### src/rtl/id_ctrl_pipe_if.sv
// IF/ID-to-EX handshake and registered control bundle of the decode stage.
// master = upstream/EX side, slave = the decode stage itself.
interface id_ctrl_pipe_if;
    logic        if_valid;
    logic [31:0] instr;
    logic        flush;
    logic        id_ready;
    logic        ex_valid;
    logic        ex_RegWrite;
    logic        ex_MemWrite;
    logic        ex_ALUSrc;
    logic [5:0]  ex_EXTOp;
    logic [4:0]  ex_ALUOp;
    logic [2:0]  ex_NPCOp;
    logic [1:0]  ex_WDSel;
    logic [2:0]  ex_DMType;
    logic [4:0]  ex_rs1;
    logic [4:0]  ex_rs2;
    logic [4:0]  ex_rd;
    logic        ex_mdu_en;
    logic [2:0]  ex_mdu_op;
    logic        ex_illegal;

    modport master (
        output if_valid, instr, flush,
        input  id_ready, ex_valid, ex_RegWrite, ex_MemWrite, ex_ALUSrc, ex_EXTOp,
               ex_ALUOp, ex_NPCOp, ex_WDSel, ex_DMType, ex_rs1, ex_rs2, ex_rd,
               ex_mdu_en, ex_mdu_op, ex_illegal
    );

    modport slave (
        input  if_valid, instr, flush,
        output id_ready, ex_valid, ex_RegWrite, ex_MemWrite, ex_ALUSrc, ex_EXTOp,
               ex_ALUOp, ex_NPCOp, ex_WDSel, ex_DMType, ex_rs1, ex_rs2, ex_rd,
               ex_mdu_en, ex_mdu_op, ex_illegal
    );
endinterface

### src/rtl/id_ctrl_pipe.sv
// RV32I(+M) decode stage with registered ID/EX control bundle, load-use
// hazard detection and MDU occupancy stall.
module id_ctrl_pipe #(
    parameter int unsigned ENABLE_M = 1,
    parameter int unsigned MUL_LAT  = 2,
    parameter int unsigned DIV_LAT  = 16
) (
    input  logic          clk,
    input  logic          rst,
    id_ctrl_pipe_if.slave bus
);
    localparam int unsigned MAX_LAT = (MUL_LAT > DIV_LAT) ? MUL_LAT : DIV_LAT;
    localparam int unsigned CNT_W   = $clog2(MAX_LAT + 1);

    localparam logic [6:0] OP_R      = 7'b0110011;
    localparam logic [6:0] OP_IMM    = 7'b0010011;
    localparam logic [6:0] OP_LOAD   = 7'b0000011;
    localparam logic [6:0] OP_STORE  = 7'b0100011;
    localparam logic [6:0] OP_BRANCH = 7'b1100011;
    localparam logic [6:0] OP_LUI    = 7'b0110111;
    localparam logic [6:0] OP_AUIPC  = 7'b0010111;
    localparam logic [6:0] OP_JAL    = 7'b1101111;
    localparam logic [6:0] OP_JALR   = 7'b1100111;

    localparam logic [5:0] EXT_SHAMT = 6'b100000;
    localparam logic [5:0] EXT_I     = 6'b010000;
    localparam logic [5:0] EXT_S     = 6'b001000;
    localparam logic [5:0] EXT_B     = 6'b000100;
    localparam logic [5:0] EXT_U     = 6'b000010;
    localparam logic [5:0] EXT_J     = 6'b000001;

    typedef struct packed {
        logic       reg_write;
        logic       mem_write;
        logic       alu_src;
        logic [5:0] ext_op;
        logic [4:0] alu_op;
        logic [2:0] npc_op;
        logic [1:0] wd_sel;
        logic [2:0] dm_type;
        logic       mdu_en;
        logic [2:0] mdu_op;
        logic       illegal;
    } ctrl_t;

    typedef enum logic {RUN, MDU_WAIT} state_t;

    logic [31:0] instr;
    logic [6:0]  opcode;
    logic [2:0]  funct3;
    logic [6:0]  funct7;
    logic [4:0]  rs1, rs2, rd;

    assign instr  = bus.instr;
    assign opcode = instr[6:0];
    assign rd     = instr[11:7];
    assign funct3 = instr[14:12];
    assign rs1    = instr[19:15];
    assign rs2    = instr[24:20];
    assign funct7 = instr[31:25];

    ctrl_t  dec;
    logic   use_rs1, use_rs2, bad;

    always_comb begin
        dec     = '0;
        use_rs1 = 1'b0;
        use_rs2 = 1'b0;
        bad     = 1'b0;
        case (opcode)
            OP_R: begin
                use_rs1       = 1'b1;
                use_rs2       = 1'b1;
                dec.reg_write = 1'b1;
                if (funct7 == 7'b0000001) begin
                    if (ENABLE_M != 0) begin
                        dec.mdu_en = 1'b1;
                        dec.mdu_op = funct3;
                    end else begin
                        bad = 1'b1;
                    end
                end else if (funct7 == 7'b0000000) begin
                    case (funct3)
                        3'b000:  dec.alu_op = 5'b00011;
                        3'b001:  dec.alu_op = 5'b01111;
                        3'b010:  dec.alu_op = 5'b01010;
                        3'b011:  dec.alu_op = 5'b01011;
                        3'b100:  dec.alu_op = 5'b01100;
                        3'b101:  dec.alu_op = 5'b10000;
                        3'b110:  dec.alu_op = 5'b01101;
                        default: dec.alu_op = 5'b01110;
                    endcase
                end else if (funct7 == 7'b0100000 && funct3 == 3'b000) begin
                    dec.alu_op = 5'b00100;
                end else if (funct7 == 7'b0100000 && funct3 == 3'b101) begin
                    dec.alu_op = 5'b10001;
                end else begin
                    bad = 1'b1;
                end
            end
            OP_IMM: begin
                use_rs1       = 1'b1;
                dec.reg_write = 1'b1;
                dec.alu_src   = 1'b1;
                dec.ext_op    = EXT_I;
                case (funct3)
                    3'b000: dec.alu_op = 5'b00011;
                    3'b010: dec.alu_op = 5'b01010;
                    3'b011: dec.alu_op = 5'b01011;
                    3'b100: dec.alu_op = 5'b01100;
                    3'b110: dec.alu_op = 5'b01101;
                    3'b111: dec.alu_op = 5'b01110;
                    3'b001: begin
                        dec.ext_op = EXT_SHAMT;
                        dec.alu_op = 5'b01111;
                        bad        = (funct7 != 7'b0000000);
                    end
                    default: begin
                        dec.ext_op = EXT_SHAMT;
                        if (funct7 == 7'b0000000)      dec.alu_op = 5'b10000;
                        else if (funct7 == 7'b0100000) dec.alu_op = 5'b10001;
                        else                           bad = 1'b1;
                    end
                endcase
            end
            OP_LOAD: begin
                use_rs1       = 1'b1;
                dec.reg_write = 1'b1;
                dec.alu_src   = 1'b1;
                dec.ext_op    = EXT_I;
                dec.alu_op    = 5'b00011;
                dec.wd_sel    = 2'b01;
                case (funct3)
                    3'b000:  dec.dm_type = 3'b011;
                    3'b001:  dec.dm_type = 3'b001;
                    3'b010:  dec.dm_type = 3'b000;
                    3'b100:  dec.dm_type = 3'b100;
                    3'b101:  dec.dm_type = 3'b010;
                    default: bad = 1'b1;
                endcase
            end
            OP_STORE: begin
                use_rs1       = 1'b1;
                use_rs2       = 1'b1;
                dec.mem_write = 1'b1;
                dec.alu_src   = 1'b1;
                dec.ext_op    = EXT_S;
                dec.alu_op    = 5'b00011;
                case (funct3)
                    3'b000:  dec.dm_type = 3'b011;
                    3'b001:  dec.dm_type = 3'b001;
                    3'b010:  dec.dm_type = 3'b000;
                    default: bad = 1'b1;
                endcase
            end
            OP_BRANCH: begin
                use_rs1    = 1'b1;
                use_rs2    = 1'b1;
                dec.npc_op = 3'b001;
                dec.ext_op = EXT_B;
                case (funct3)
                    3'b000:  dec.alu_op = 5'b00100;
                    3'b001:  dec.alu_op = 5'b00101;
                    3'b100:  dec.alu_op = 5'b00110;
                    3'b101:  dec.alu_op = 5'b00111;
                    3'b110:  dec.alu_op = 5'b01000;
                    3'b111:  dec.alu_op = 5'b01001;
                    default: bad = 1'b1;
                endcase
            end
            OP_LUI, OP_AUIPC: begin
                dec.reg_write = 1'b1;
                dec.alu_src   = 1'b1;
                dec.ext_op    = EXT_U;
                dec.alu_op    = (opcode == OP_LUI) ? 5'b00001 : 5'b00010;
            end
            OP_JAL: begin
                dec.reg_write = 1'b1;
                dec.ext_op    = EXT_J;
                dec.npc_op    = 3'b010;
                dec.wd_sel    = 2'b10;
            end
            OP_JALR: begin
                use_rs1       = 1'b1;
                dec.reg_write = 1'b1;
                dec.alu_src   = 1'b1;
                dec.ext_op    = EXT_I;
                dec.alu_op    = 5'b00011;
                dec.npc_op    = 3'b100;
                dec.wd_sel    = 2'b10;
                bad           = (funct3 != 3'b000);
            end
            default: bad = 1'b1;
        endcase
        // Unrecognised words carry no side effects and read no registers.
        if (bad) begin
            dec         = '0;
            dec.illegal = 1'b1;
            use_rs1     = 1'b0;
            use_rs2     = 1'b0;
        end
    end

    logic             ex_valid_q;
    ctrl_t            ex_ctrl_q;
    logic [4:0]       ex_rs1_q, ex_rs2_q, ex_rd_q;
    logic [CNT_W-1:0] busy_cnt, busy_cnt_nxt;
    state_t           state, state_nxt;
    logic             lu, id_ready, accept;

    assign lu = ex_valid_q && (ex_ctrl_q.wd_sel == 2'b01) && (ex_rd_q != 5'd0) &&
                ((use_rs1 && (rs1 == ex_rd_q)) || (use_rs2 && (rs2 == ex_rd_q)));
    assign id_ready = !rst && !lu && (busy_cnt == '0);
    assign accept   = bus.if_valid && id_ready;

    always_ff @(posedge clk) begin
        if (rst) begin
            state    <= RUN;
            busy_cnt <= '0;
        end else begin
            state    <= state_nxt;
            busy_cnt <= busy_cnt_nxt;
        end
    end

    always_comb begin
        state_nxt    = state;
        busy_cnt_nxt = busy_cnt;
        case (state)
            RUN: begin
                if (accept && dec.mdu_en) begin
                    state_nxt    = MDU_WAIT;
                    busy_cnt_nxt = funct3[2] ? CNT_W'(DIV_LAT) : CNT_W'(MUL_LAT);
                end
            end
            default: begin
                if (busy_cnt != '0) busy_cnt_nxt = busy_cnt - 1'b1;
                if (busy_cnt <= CNT_W'(1)) state_nxt = RUN;
            end
        endcase
    end

    always_ff @(posedge clk) begin
        if (rst || bus.flush || !accept) begin
            ex_valid_q <= 1'b0;
            ex_ctrl_q  <= '0;
            ex_rs1_q   <= '0;
            ex_rs2_q   <= '0;
            ex_rd_q    <= '0;
        end else begin
            ex_valid_q <= 1'b1;
            ex_ctrl_q  <= dec;
            ex_rs1_q   <= rs1;
            ex_rs2_q   <= rs2;
            ex_rd_q    <= rd;
        end
    end

    assign bus.id_ready    = id_ready;
    assign bus.ex_valid    = ex_valid_q;
    assign bus.ex_RegWrite = ex_ctrl_q.reg_write;
    assign bus.ex_MemWrite = ex_ctrl_q.mem_write;
    assign bus.ex_ALUSrc   = ex_ctrl_q.alu_src;
    assign bus.ex_EXTOp    = ex_ctrl_q.ext_op;
    assign bus.ex_ALUOp    = ex_ctrl_q.alu_op;
    assign bus.ex_NPCOp    = ex_ctrl_q.npc_op;
    assign bus.ex_WDSel    = ex_ctrl_q.wd_sel;
    assign bus.ex_DMType   = ex_ctrl_q.dm_type;
    assign bus.ex_rs1      = ex_rs1_q;
    assign bus.ex_rs2      = ex_rs2_q;
    assign bus.ex_rd       = ex_rd_q;
    assign bus.ex_mdu_en   = ex_ctrl_q.mdu_en;
    assign bus.ex_mdu_op   = ex_ctrl_q.mdu_op;
    assign bus.ex_illegal  = ex_ctrl_q.illegal;
endmodule

### src/flat_wrapper.sv
// flat-port wrapper written by rule: the top's interface ports become plain ports
module id_ctrl_pipe_flat 
#(
    parameter int unsigned ENABLE_M = 1,
    parameter int unsigned MUL_LAT  = 2,
    parameter int unsigned DIV_LAT  = 16
)
  (clk, rst, bus_if_valid, bus_instr, bus_flush, bus_id_ready, bus_ex_valid, bus_ex_RegWrite, bus_ex_MemWrite, bus_ex_ALUSrc, bus_ex_EXTOp, bus_ex_ALUOp, bus_ex_NPCOp, bus_ex_WDSel, bus_ex_DMType, bus_ex_rs1, bus_ex_rs2, bus_ex_rd, bus_ex_mdu_en, bus_ex_mdu_op, bus_ex_illegal);
  id_ctrl_pipe_if bus_i ();
  input  logic clk;
  input  logic rst;
  input wire logic [$bits(bus_i.if_valid)-1:0] bus_if_valid;
  input wire logic [$bits(bus_i.instr)-1:0] bus_instr;
  input wire logic [$bits(bus_i.flush)-1:0] bus_flush;
  output wire logic [$bits(bus_i.id_ready)-1:0] bus_id_ready;
  output wire logic [$bits(bus_i.ex_valid)-1:0] bus_ex_valid;
  output wire logic [$bits(bus_i.ex_RegWrite)-1:0] bus_ex_RegWrite;
  output wire logic [$bits(bus_i.ex_MemWrite)-1:0] bus_ex_MemWrite;
  output wire logic [$bits(bus_i.ex_ALUSrc)-1:0] bus_ex_ALUSrc;
  output wire logic [$bits(bus_i.ex_EXTOp)-1:0] bus_ex_EXTOp;
  output wire logic [$bits(bus_i.ex_ALUOp)-1:0] bus_ex_ALUOp;
  output wire logic [$bits(bus_i.ex_NPCOp)-1:0] bus_ex_NPCOp;
  output wire logic [$bits(bus_i.ex_WDSel)-1:0] bus_ex_WDSel;
  output wire logic [$bits(bus_i.ex_DMType)-1:0] bus_ex_DMType;
  output wire logic [$bits(bus_i.ex_rs1)-1:0] bus_ex_rs1;
  output wire logic [$bits(bus_i.ex_rs2)-1:0] bus_ex_rs2;
  output wire logic [$bits(bus_i.ex_rd)-1:0] bus_ex_rd;
  output wire logic [$bits(bus_i.ex_mdu_en)-1:0] bus_ex_mdu_en;
  output wire logic [$bits(bus_i.ex_mdu_op)-1:0] bus_ex_mdu_op;
  output wire logic [$bits(bus_i.ex_illegal)-1:0] bus_ex_illegal;
  assign bus_i.if_valid = bus_if_valid;
  assign bus_i.instr = bus_instr;
  assign bus_i.flush = bus_flush;
  assign bus_id_ready = bus_i.id_ready;
  assign bus_ex_valid = bus_i.ex_valid;
  assign bus_ex_RegWrite = bus_i.ex_RegWrite;
  assign bus_ex_MemWrite = bus_i.ex_MemWrite;
  assign bus_ex_ALUSrc = bus_i.ex_ALUSrc;
  assign bus_ex_EXTOp = bus_i.ex_EXTOp;
  assign bus_ex_ALUOp = bus_i.ex_ALUOp;
  assign bus_ex_NPCOp = bus_i.ex_NPCOp;
  assign bus_ex_WDSel = bus_i.ex_WDSel;
  assign bus_ex_DMType = bus_i.ex_DMType;
  assign bus_ex_rs1 = bus_i.ex_rs1;
  assign bus_ex_rs2 = bus_i.ex_rs2;
  assign bus_ex_rd = bus_i.ex_rd;
  assign bus_ex_mdu_en = bus_i.ex_mdu_en;
  assign bus_ex_mdu_op = bus_i.ex_mdu_op;
  assign bus_ex_illegal = bus_i.ex_illegal;
  id_ctrl_pipe #(.ENABLE_M(ENABLE_M), .MUL_LAT(MUL_LAT), .DIV_LAT(DIV_LAT)) u_core (.clk(clk), .rst(rst), .bus(bus_i));
endmodule
### config.mk
export PLATFORM = sky130hd
export DESIGN_NAME = id_ctrl_pipe_flat
export DESIGN_NICKNAME = d
export VERILOG_FILES = /design/src/rtl/id_ctrl_pipe_if.sv /design/src/rtl/id_ctrl_pipe.sv /design/src/flat_wrapper.sv
export SDC_FILE = /design/constraint.sdc
export NUM_CORES = 1
export LEC_CHECK = 0
export BUFFER_PORTS_ARGS = -buffer_cell sky130_fd_sc_hd__buf_2
export CORE_MARGIN = 4
export CORE_UTILIZATION = 43
export CTS_BUF_LIST = sky130_fd_sc_hd__clkbuf_16
export CTS_CLUSTER_DIAMETER = 30
export CTS_CLUSTER_SIZE = 30
export DETAILED_ROUTE_END_ITERATION = 10
export PLACE_DENSITY = 0.71
export RECOVER_POWER = 50
export SLEW_MARGIN = 15
export SYNTH_ARGS = -nofsm -noshare
export SYNTH_HDL_FRONTEND = slang
export SYNTH_SLANG_ARGS = --single-unit
### constraint.sdc
create_clock -name clk -period 4.7 [get_ports clk]
set_input_delay 0.94 -clock clk [delete_from_list [all_inputs] [get_ports clk]]
set_output_delay 0.94 -clock clk [all_outputs]
set_load 0.1 [all_outputs]
==> impl_metrics.toml, run 1 <==
[layout]
final_common_cell = "dfxtp_1"
final_util_pct = 56.13
antenna_cells = 0
layout-drive-gt1-share_pct = 16.72
layout.cells.non_filler = 384
final_cell_mix = "48 x dfxtp_1, 44 x clkbuf_1, 35 x buf_2, 29 x nor2_1"
design_area_sq_mm = 0.002686
areaGrowthSynthToFinish_pct = 25.04
fin_nets = 354

[route]
avgRoutedWirePerCell_um = 13.66
vias = 1987
drtPass1Iterations = 4
drc_errors = 0
viasPerCell = 5.174
ant_nets = 0
drt-initial-drc-count = 194
finalWirelength_mm = 5.247

[floorplan]
boundaryPins = 80
die_h_um = 78.68
dieWidth_um = 78.68
core_area_sq_mm = 0.004786
rows = 25
die_area_sq_mm = 0.006191
start_util_pct = 44.89

[clock_tree]
cts.sinks = 48
ctsHoldBuffers = 0
cts_setup_buffers = 0
clkTransAtPathRegs_ns = 0.06
cts_root_buf = "clkbuf_16"
htree_levels = 2
clock_latency_ns = 0.29
tritoncts = "yes"
cts_resized = 0
clockBufferDepth = 2
cts_buffers = 5

[power]
finalPower_w = 0.0009266
power.density_mw_per_mm2 = 344.9
p_leak_nw = 1.019
ir_drop_mv = 0.1497

[sta]
relSlewSlack_pct = 20.27
finalHoldViolations = 0
slew_violations = 0
finalSetupViolations = 0
max_freq_mhz = 246.8
rsz0062_at_grt = "false"
fin_setup_tns_ns = 0
tightest_slew_ns = 1.201
finalClockSkew_ns = 0.007698
finalCriticalPeriod_ns = 4.052
min_period_over_period_pct = 86.21

[setup_path]
crit_arrival_ns = 3.11
r2r_start = "u_core.busy_cnt[0]"
path_class = "primary input to output pin"
crit_path_end_kind = "output pin"
cp_max_fo = 9
rrSetupSlack_ns = 2.15
startpoint_type = "primary input"
critPathCapture = "bus_id_ready"
critPathLaunch = "bus_instr[3]"
r2r_cells = 8
required_ns = 3.76
r2r_end = "u_core.bus.ex_EXTOp[5]"

[grt]
grt_overflow = 0
antenna_found_initial = 0
grt_pass1_vias = 1856
grt_first_pass_wirelength_mm = 8.590
grt_max_degree = 17
grt_usage_pct = 17.33

[yosys]
synth-seq-cells = 48
syn_area_sq_mm = 0.002148
synth-edff-count = 0
postSynthNetCount = 281
postSynthCellCount = 243
avgSynthCellArea_sq_um = 8.841
ys.flop_type = "dfxtp_1"
ys_warn_count = 0
synth-async-reset-ratio_pct = 0
yosysTopAreaCell = "dfxtp_1"
synth_area_leaders = "dfxtp_1 45%, nor2_1 5.1%, and2_1 4.7%"
yosysSeqAreaShare_pct = 44.73
synthDistinctLibCells = 50
netlist.area_leader.share_pct = 44.73

[worst_hold_path]
hold_path_class = "flip-flop to flip-flop"

[status]
status = "complete, no violations"

[place]
place_area_sq_mm = 0.002570
dp_cells = 376
post-dp-hpwl_mm = 3.951
gp_congestion = 0.8862
port_buffers = 79

[flow_run]
maxCapViolCount = 0
-- power by group --
part	switching [W]	internal, W
Sequential	0.00000225	0.000411
Combinational	0.0000779	0.0000312
Clock	0.000152	0.000253
-- routing by layer --
metal | global-route usage, % | wire [um] | up-vias
li1 | - | - | 1008
met1 | 20.80 | 2218 | 884
met2 | 29.03 | 2439 | 87
met3 | 5.619 | 519 | 8
met4 | 5.769 | 69 | 0
met5 | 0 | 0 | -
-- synth_stat cells, types with 4 or more instances --
cell type and number:
xor2_1 8, nand2_1 10, a21oi_1 13, dfxtp_1 48
inv_1 9, buf_2 4, or3_1 5, o31ai_1 4
o21ai_0 6, clkbuf_1 8, and2_1 16, a31oi_1 5
nor2_1 29, nor3_1 16, nor4_1 6, xnor2_1 5
-- stage by stage --
stage | setup WS (ns) | hold slack [ns]
after floorplan | 0.04639 | 0.4750
after global placement | 0.7145 | 0.4942
after detailed placement | 0.6974 | 0.4972
after CTS | 0.6908 | 0.5091
after global routing | 0.4962 | 0.5658
final | 0.6481 | 0.5028
-- critical path: stages --
cell      delay [ns]
clkbuf_1        0.12
nand3b_1        0.33
or4_1           0.49
a2111o_1        0.39
and3_1          0.24
a21boi_1        0.15
buf_2           0.45
-- state kept, by name, indices dropped and copies added (netlist names) --
| signal | flops |
|---|---|
| u_core.bus.ex_mdu_en | 1 |
| u_core.bus.ex_NPCOp | 3 |
| u_core.bus.ex_ALUOp | 5 |
| u_core.bus.ex_ALUSrc | 1 |
| u_core.busy_cnt | 5 |
| u_core.bus.ex_valid | 1 |
| u_core.bus.ex_DMType | 3 |
| u_core.bus.ex_rd | 5 |
| u_core.bus.ex_WDSel | 2 |
| u_core.bus.ex_RegWrite | 1 |
| u_core.bus.ex_mdu_op | 3 |
| u_core.bus.ex_EXTOp | 6 |
| u_core.bus.ex_rs1 | 5 |
| u_core.state | 1 |
| u_core.bus.ex_rs2 | 5 |
| u_core.bus.ex_illegal | 1 |
-- logic make-up (layout without fill, tap and decap cells) --
family          after synthesis  count (layout)  share of synthesized area, %
simple gates                105             105                         27.14
compound gates               48              48                         15.32
flops                        48              48                         44.73
buf+inv                      23              97                         4.426
xor+xnor                     13              13                         5.300
mux                           4               4                         1.922
fa+ha+maj                     2               2                         1.165
-- how the worst min path moves through the flow --
stage | startpoint | endpoint | slack [ns] | cells after the start
after floorplan | u_core.busy_cnt[1] | u_core.busy_cnt[1] | 0.48 | 2
after global placement | u_core.busy_cnt[1] | u_core.busy_cnt[1] | 0.49 | 2
after detailed placement | u_core.busy_cnt[1] | u_core.busy_cnt[1] | 0.50 | 2
after CTS | u_core.busy_cnt[1] | u_core.busy_cnt[1] | 0.51 | 2
after global routing | u_core.busy_cnt[1] | u_core.busy_cnt[1] | 0.57 | 2
final | u_core.busy_cnt[1] | u_core.busy_cnt[1] | 0.50 | 2
-- final cells by class --
type | count | area, sq um
fill | 482 | 2100
inverter | 10 | 37.54
clock inverter | 3 | 46.29
tap | 67 | 83.83
clock buffer | 5 | 125.1
timing repair buffer | 79 | 340.3
sequential | 48 | 960.9
multi-input combinational | 172 | 1092
No activity file was read; power rests on OpenSTA's default activity.
==> inputs of run 2 (changes only) <==
--- a/config.mk
+++ b/config.mk
@@ -12,6 +12,7 @@
 export CTS_CLUSTER_DIAMETER = 30
 export CTS_CLUSTER_SIZE = 30
 export DETAILED_ROUTE_END_ITERATION = 10
+export MAX_ROUTING_LAYER = met4
 export PLACE_DENSITY = 0.71
 export RECOVER_POWER = 50
 export SLEW_MARGIN = 15
==> impl_metrics.toml, run 2 (synthesized netlist as in run 1, its figures left out) <==
[floorplan]
rows = 25
die_area_sq_mm = 0.006191
dieWidth_um = 78.68
boundaryPins = 80
core_area_sq_mm = 0.004786
start_util_pct = 44.89
die_h_um = 78.68

[clock_tree]
cts.sinks = 48
cts_buffers = 5
clock_latency_ns = 0.29
cts_setup_buffers = 0
clkTransAtPathRegs_ns = 0.06
cts_root_buf = "clkbuf_16"
htree_levels = 2
tritoncts = "yes"
ctsHoldBuffers = 0
cts_resized = 0
clockBufferDepth = 2

[sta]
fin_setup_tns_ns = 0
rsz0062_at_grt = "false"
fin_ws_ns = 0.6425
min_period_over_period_pct = 86.33
finalHoldViolations = 0
max_freq_mhz = 246.5
relSlewSlack_pct = 20.46
tightest_slew_ns = 1.198
finalSetupViolations = 0
whs_ns = 0.5029
finalCriticalPeriod_ns = 4.058
slew_violations = 0
finalClockSkew_ns = 0.007686

[route]
drtPass1Iterations = 4
avgRoutedWirePerCell_um = 13.74
drt-initial-drc-count = 186
vias = 1985
viasPerCell = 5.169
drc_errors = 0
finalWirelength_mm = 5.278
ant_nets = 0

[power]
ir_drop_mv = 0.1497
p_int_w = 0.0006946
pwr-share-comb_pct = 11.8
power.density_mw_per_mm2 = 344.7
p_sw_share_pct = 25.00
power.share.clock_pct = 43.6
p_seq_share_pct = 44.6
switchingPower_w = 0.0002315
p_leak_nw = 1.019

[grt]
grt_pass1_vias = 1857
grt_overflow = 0
grt_first_pass_wirelength_mm = 8.590
grt_max_degree = 17
grt_usage_pct = 17.87
antenna_found_initial = 0

[place]
port_buffers = 79
post-dp-hpwl_mm = 3.951
gp_congestion = 0.9011
preCtsSetupSlack_ns = 0.6974

[flow_run]
maxCapViolCount = 0

[setup_path]
rrSetupSlack_ns = 2.16
required_ns = 3.76
r2r_cells = 8
crit_arrival_ns = 3.12
startpoint_type = "primary input"
crit_path_end_kind = "output pin"
r2r_end = "u_core.bus.ex_EXTOp[5]"
r2r_start = "u_core.busy_cnt[0]"
path_class = "primary input to output pin"
cp_max_fo = 9

[layout]
final_util_pct = 56.13
layout-drive-gt1-share_pct = 16.72
fin_nets = 354
final_cell_mix = "48 x dfxtp_1, 44 x clkbuf_1, 35 x buf_2, 29 x nor2_1"
areaGrowthSynthToFinish_pct = 25.04
fill_cells = 482
final_common_cell = "dfxtp_1"
largest_reg_flops = 6
antenna_cells = 0

[worst_hold_path]
whs_path_depth = 2
hold_path_end = "u_core.busy_cnt[1]"
min_from = "u_core.busy_cnt[1]"
hold_path_class = "flip-flop to flip-flop"

[status]
status = "complete, no violations"
-- run 2: cell counts in the layout (fill, tap and decap cells not counted) --
No cell type changed its count.
-- run 2: how the worst max path moves through the flow --
stage                      start      endpoint  slack (ns)  depth (start not counted)
CTS                 bus_instr[3]  bus_id_ready        0.69                          7
global route        bus_instr[3]  bus_id_ready        0.50                          7
detailed placement  bus_instr[3]  bus_id_ready        0.70                          7
global placement    bus_instr[3]  bus_id_ready        0.71                          7
finish              bus_instr[3]  bus_id_ready        0.64                          7
floorplan           bus_instr[4]  bus_id_ready        0.05                          6
-- run 2: worst max-delay path, cell delays in order --
cell	delay [ns]
clkbuf_1	0.12
nand3b_1	0.33
or4_1	0.49
a2111o_1	0.39
and3_1	0.24
a21boi_1	0.15
buf_2	0.45
-- run 2: final cells by class --
| type | instances | area [sq um] | area share, % |
|---|---|---|---|
| Tap cell | 67 | 83.83 | 3.121 |
| Clock inverter | 3 | 46.29 | 1.723 |
| Inverter | 10 | 37.54 | 1.397 |
| Clock buffer | 5 | 125.1 | 4.658 |
| Sequential cell | 48 | 960.9 | 35.77 |
| Multi-Input combinational cell | 172 | 1092 | 40.66 |
| Timing Repair Buffer | 79 | 340.3 | 12.67 |
-- run 2: metrics by stage --
| stage | power, W | instance area, sq um | instances |
|---|---|---|---|
| after floorplan | 0.0004996 | 2148 | 243 |
| after global placement | 0.0005313 | 2570 | 376 |
| after detailed placement | 0.0005317 | 2570 | 376 |
| after CTS | 0.0009359 | 2741 | 384 |
| after global routing | 0.0009617 | 2686 | 384 |
| final | 0.0009261 | 2686 | 384 |
-- run 2: power by group through the flow --
stage / sequential [W] / clock [W] / combinational [W]
after detailed placement: 0.000422 / 0 / 0.000109
after global routing: 0.000413 / 0.000431 / 0.000117
after global placement: 0.000422 / 0 / 0.000109
after CTS: 0.000413 / 0.000413 / 0.000110
after floorplan: 0.000453 / 0 / 0.0000464
final: 0.000413 / 0.000404 / 0.000109
-- run 2: metal layers --
metal	vias up	GRT usage, %	part of all wire, %
met5	-	-	0
met4	0	5.769	1.0
met3	5	5.505	8.9
met2	82	29.03	46
met1	891	21.09	44
li1	1007	-	-
==> inputs of run 3 (changes only) <==
--- a/config.mk
+++ b/config.mk
@@ -8,7 +8,6 @@
 export BUFFER_PORTS_ARGS = -buffer_cell sky130_fd_sc_hd__buf_2
 export CORE_MARGIN = 4
 export CORE_UTILIZATION = 43
-export CTS_BUF_LIST = sky130_fd_sc_hd__clkbuf_16
 export CTS_CLUSTER_DIAMETER = 30
 export CTS_CLUSTER_SIZE = 30
 export DETAILED_ROUTE_END_ITERATION = 10
==> impl_metrics.toml, run 3 (synthesized netlist as in run 1, its figures left out) <==
[clock_tree]
cts_buffers = 5
cts_resized = 0
htree_levels = 2
tritoncts = "yes"
clkTransAtPathRegs_ns = 0.08
clockBufferDepth = 2
cts.sinks = 48
cts_root_buf = "clkbuf_8"
cts_setup_buffers = 0
ctsHoldBuffers = 0
clock_latency_ns = 0.30

[floorplan]
start_util_pct = 44.89
die_area_sq_mm = 0.006191
boundaryPins = 80
die_h_um = 78.68
rows = 25
core_area_sq_mm = 0.004786
dieWidth_um = 78.68

[worst_hold_path]
hold_path_class = "flip-flop to flip-flop"

[place]
preCtsSetupSlack_ns = 0.6974
port_buffers = 79
post-dp-hpwl_mm = 3.951
gp_congestion = 0.9011

[route]
drc_errors = 0
viasPerCell = 5.138
drt-initial-drc-count = 195
maxUsedRoutingLayer = "met4"
vias = 1973
wl_met3_um = 492
finalWirelength_mm = 5.165
drtPass1Iterations = 4
met2_length_mm = 2.393
met1Wirelength_mm = 2.226
avgRoutedWirePerCell_um = 13.45
ant_nets = 0

[power]
power.density_mw_per_mm2 = 312.3
p_leak_nw = 0.9931
ir_drop_mv = 0.1497

[setup_path]
path_cells = "clkbuf_1, nand3b_1, or4_1, a2111o_1, and3_1, a21boi_1, buf_2"
critical-path-slowest-cell = "or4_1"
crit_path_end_kind = "output pin"
cp_top_family = "simple AND/OR/NAND/NOR gates"
path_class = "primary input to output pin"
cp_num_buf_inv = 2
startpoint_type = "primary input"
crit_arrival_ns = 3.09
required_ns = 3.76
cp_max_fo = 9
cpPeakStageDelay_ns = 0.49

[grt]
antenna_found_initial = 0
grt_first_pass_wirelength_mm = 8.487
grt_usage_pct = 17.67
grt_max_degree = 17
grt_pass1_vias = 1842
grt_overflow = 0

[sta]
finalSetupViolations = 0
finalHoldViolations = 0
relSlewSlack_pct = 20.48
finalClockSkew_ns = 0.009342
fin_setup_tns_ns = 0
tightest_slew_ns = 1.198
max_freq_mhz = 248.0
rsz0062_at_grt = "false"
finalCriticalPeriod_ns = 4.032
slew_violations = 0
fin_ws_ns = 0.6683
min_period_over_period_pct = 85.78

[layout]
final_common_cell = "dfxtp_1"
layout-drive-gt1-share_pct = 16.72
fin_nets = 354
areaGrowthSynthToFinish_pct = 22.42
final_cell_mix = "48 x dfxtp_1, 44 x clkbuf_1, 35 x buf_2, 29 x nor2_1"
antenna_cells = 0
largest_reg_flops = 6

[flow_run]
maxCapViolCount = 0

[status]
status = "complete, no violations"
## run 3: final timing paths
check | start | endpoint | slack, ns | cells after the start
max | bus_instr[3] | bus_id_ready | 0.67 | 7
min | u_core.busy_cnt[1] | u_core.busy_cnt[1] | 0.51 | 2
max reg2reg | u_core.busy_cnt[0] | u_core.bus.ex_EXTOp[5] | 2.16 | 8
min reg2reg | u_core.busy_cnt[1] | u_core.busy_cnt[1] | 0.51 | 2
## run 3: power breakdown
part / internal (W) / leakage (nW) / total (W) / switching [W]
logic: 0.0000312 / 0.550 / 0.000109 / 0.0000775
clock network: 0.000160 / 0.0548 / 0.000300 / 0.000140
registers: 0.000411 / 0.388 / 0.000413 / 0.00000225
## run 3: through the flow
stage	cells	util, %	instance area [sq um]	total power (W)	hold slack (ns)
2_1_floorplan	243	-	2148	0.0004996	0.4750
3_5_place_dp	376	53.70	2570	0.0005317	0.4972
4_1_cts	384	56.10	2685	0.0008319	0.5125
6_report	384	54.95	2630	0.0008213	0.5063
3_3_place_gp	376	53.70	2570	0.0005313	0.4942
5_1_grt	384	54.95	2630	0.0008587	0.5696
## run 3: worst register-to-register path, delay by kind of cell, from the launching register on
kind	cells	cell delay, ns
adder cells (fa/ha/maj)	1	0.15
buffers and inverters	1	0.09
AND/OR/NAND/NOR	6	1.84
flip-flops	1	0.35
## run 3: cell type report
type,instances,area [sq um]
fill,490,2156
sequential,48,960.9
inverter,10,37.54
clock inverter,3,46.29
multi-input combinational,172,1092
timing repair buffer,79,340.3
clock buffer,5,68.82
tap,67,83.83
## run 3: metal layers
layer | track usage, % | up-vias
met2 | 28.27 | 78
li1 | - | 1007
met1 | 21.16 | 883
met5 | - | -
met4 | 5.769 | 0
met3 | 5.505 | 5
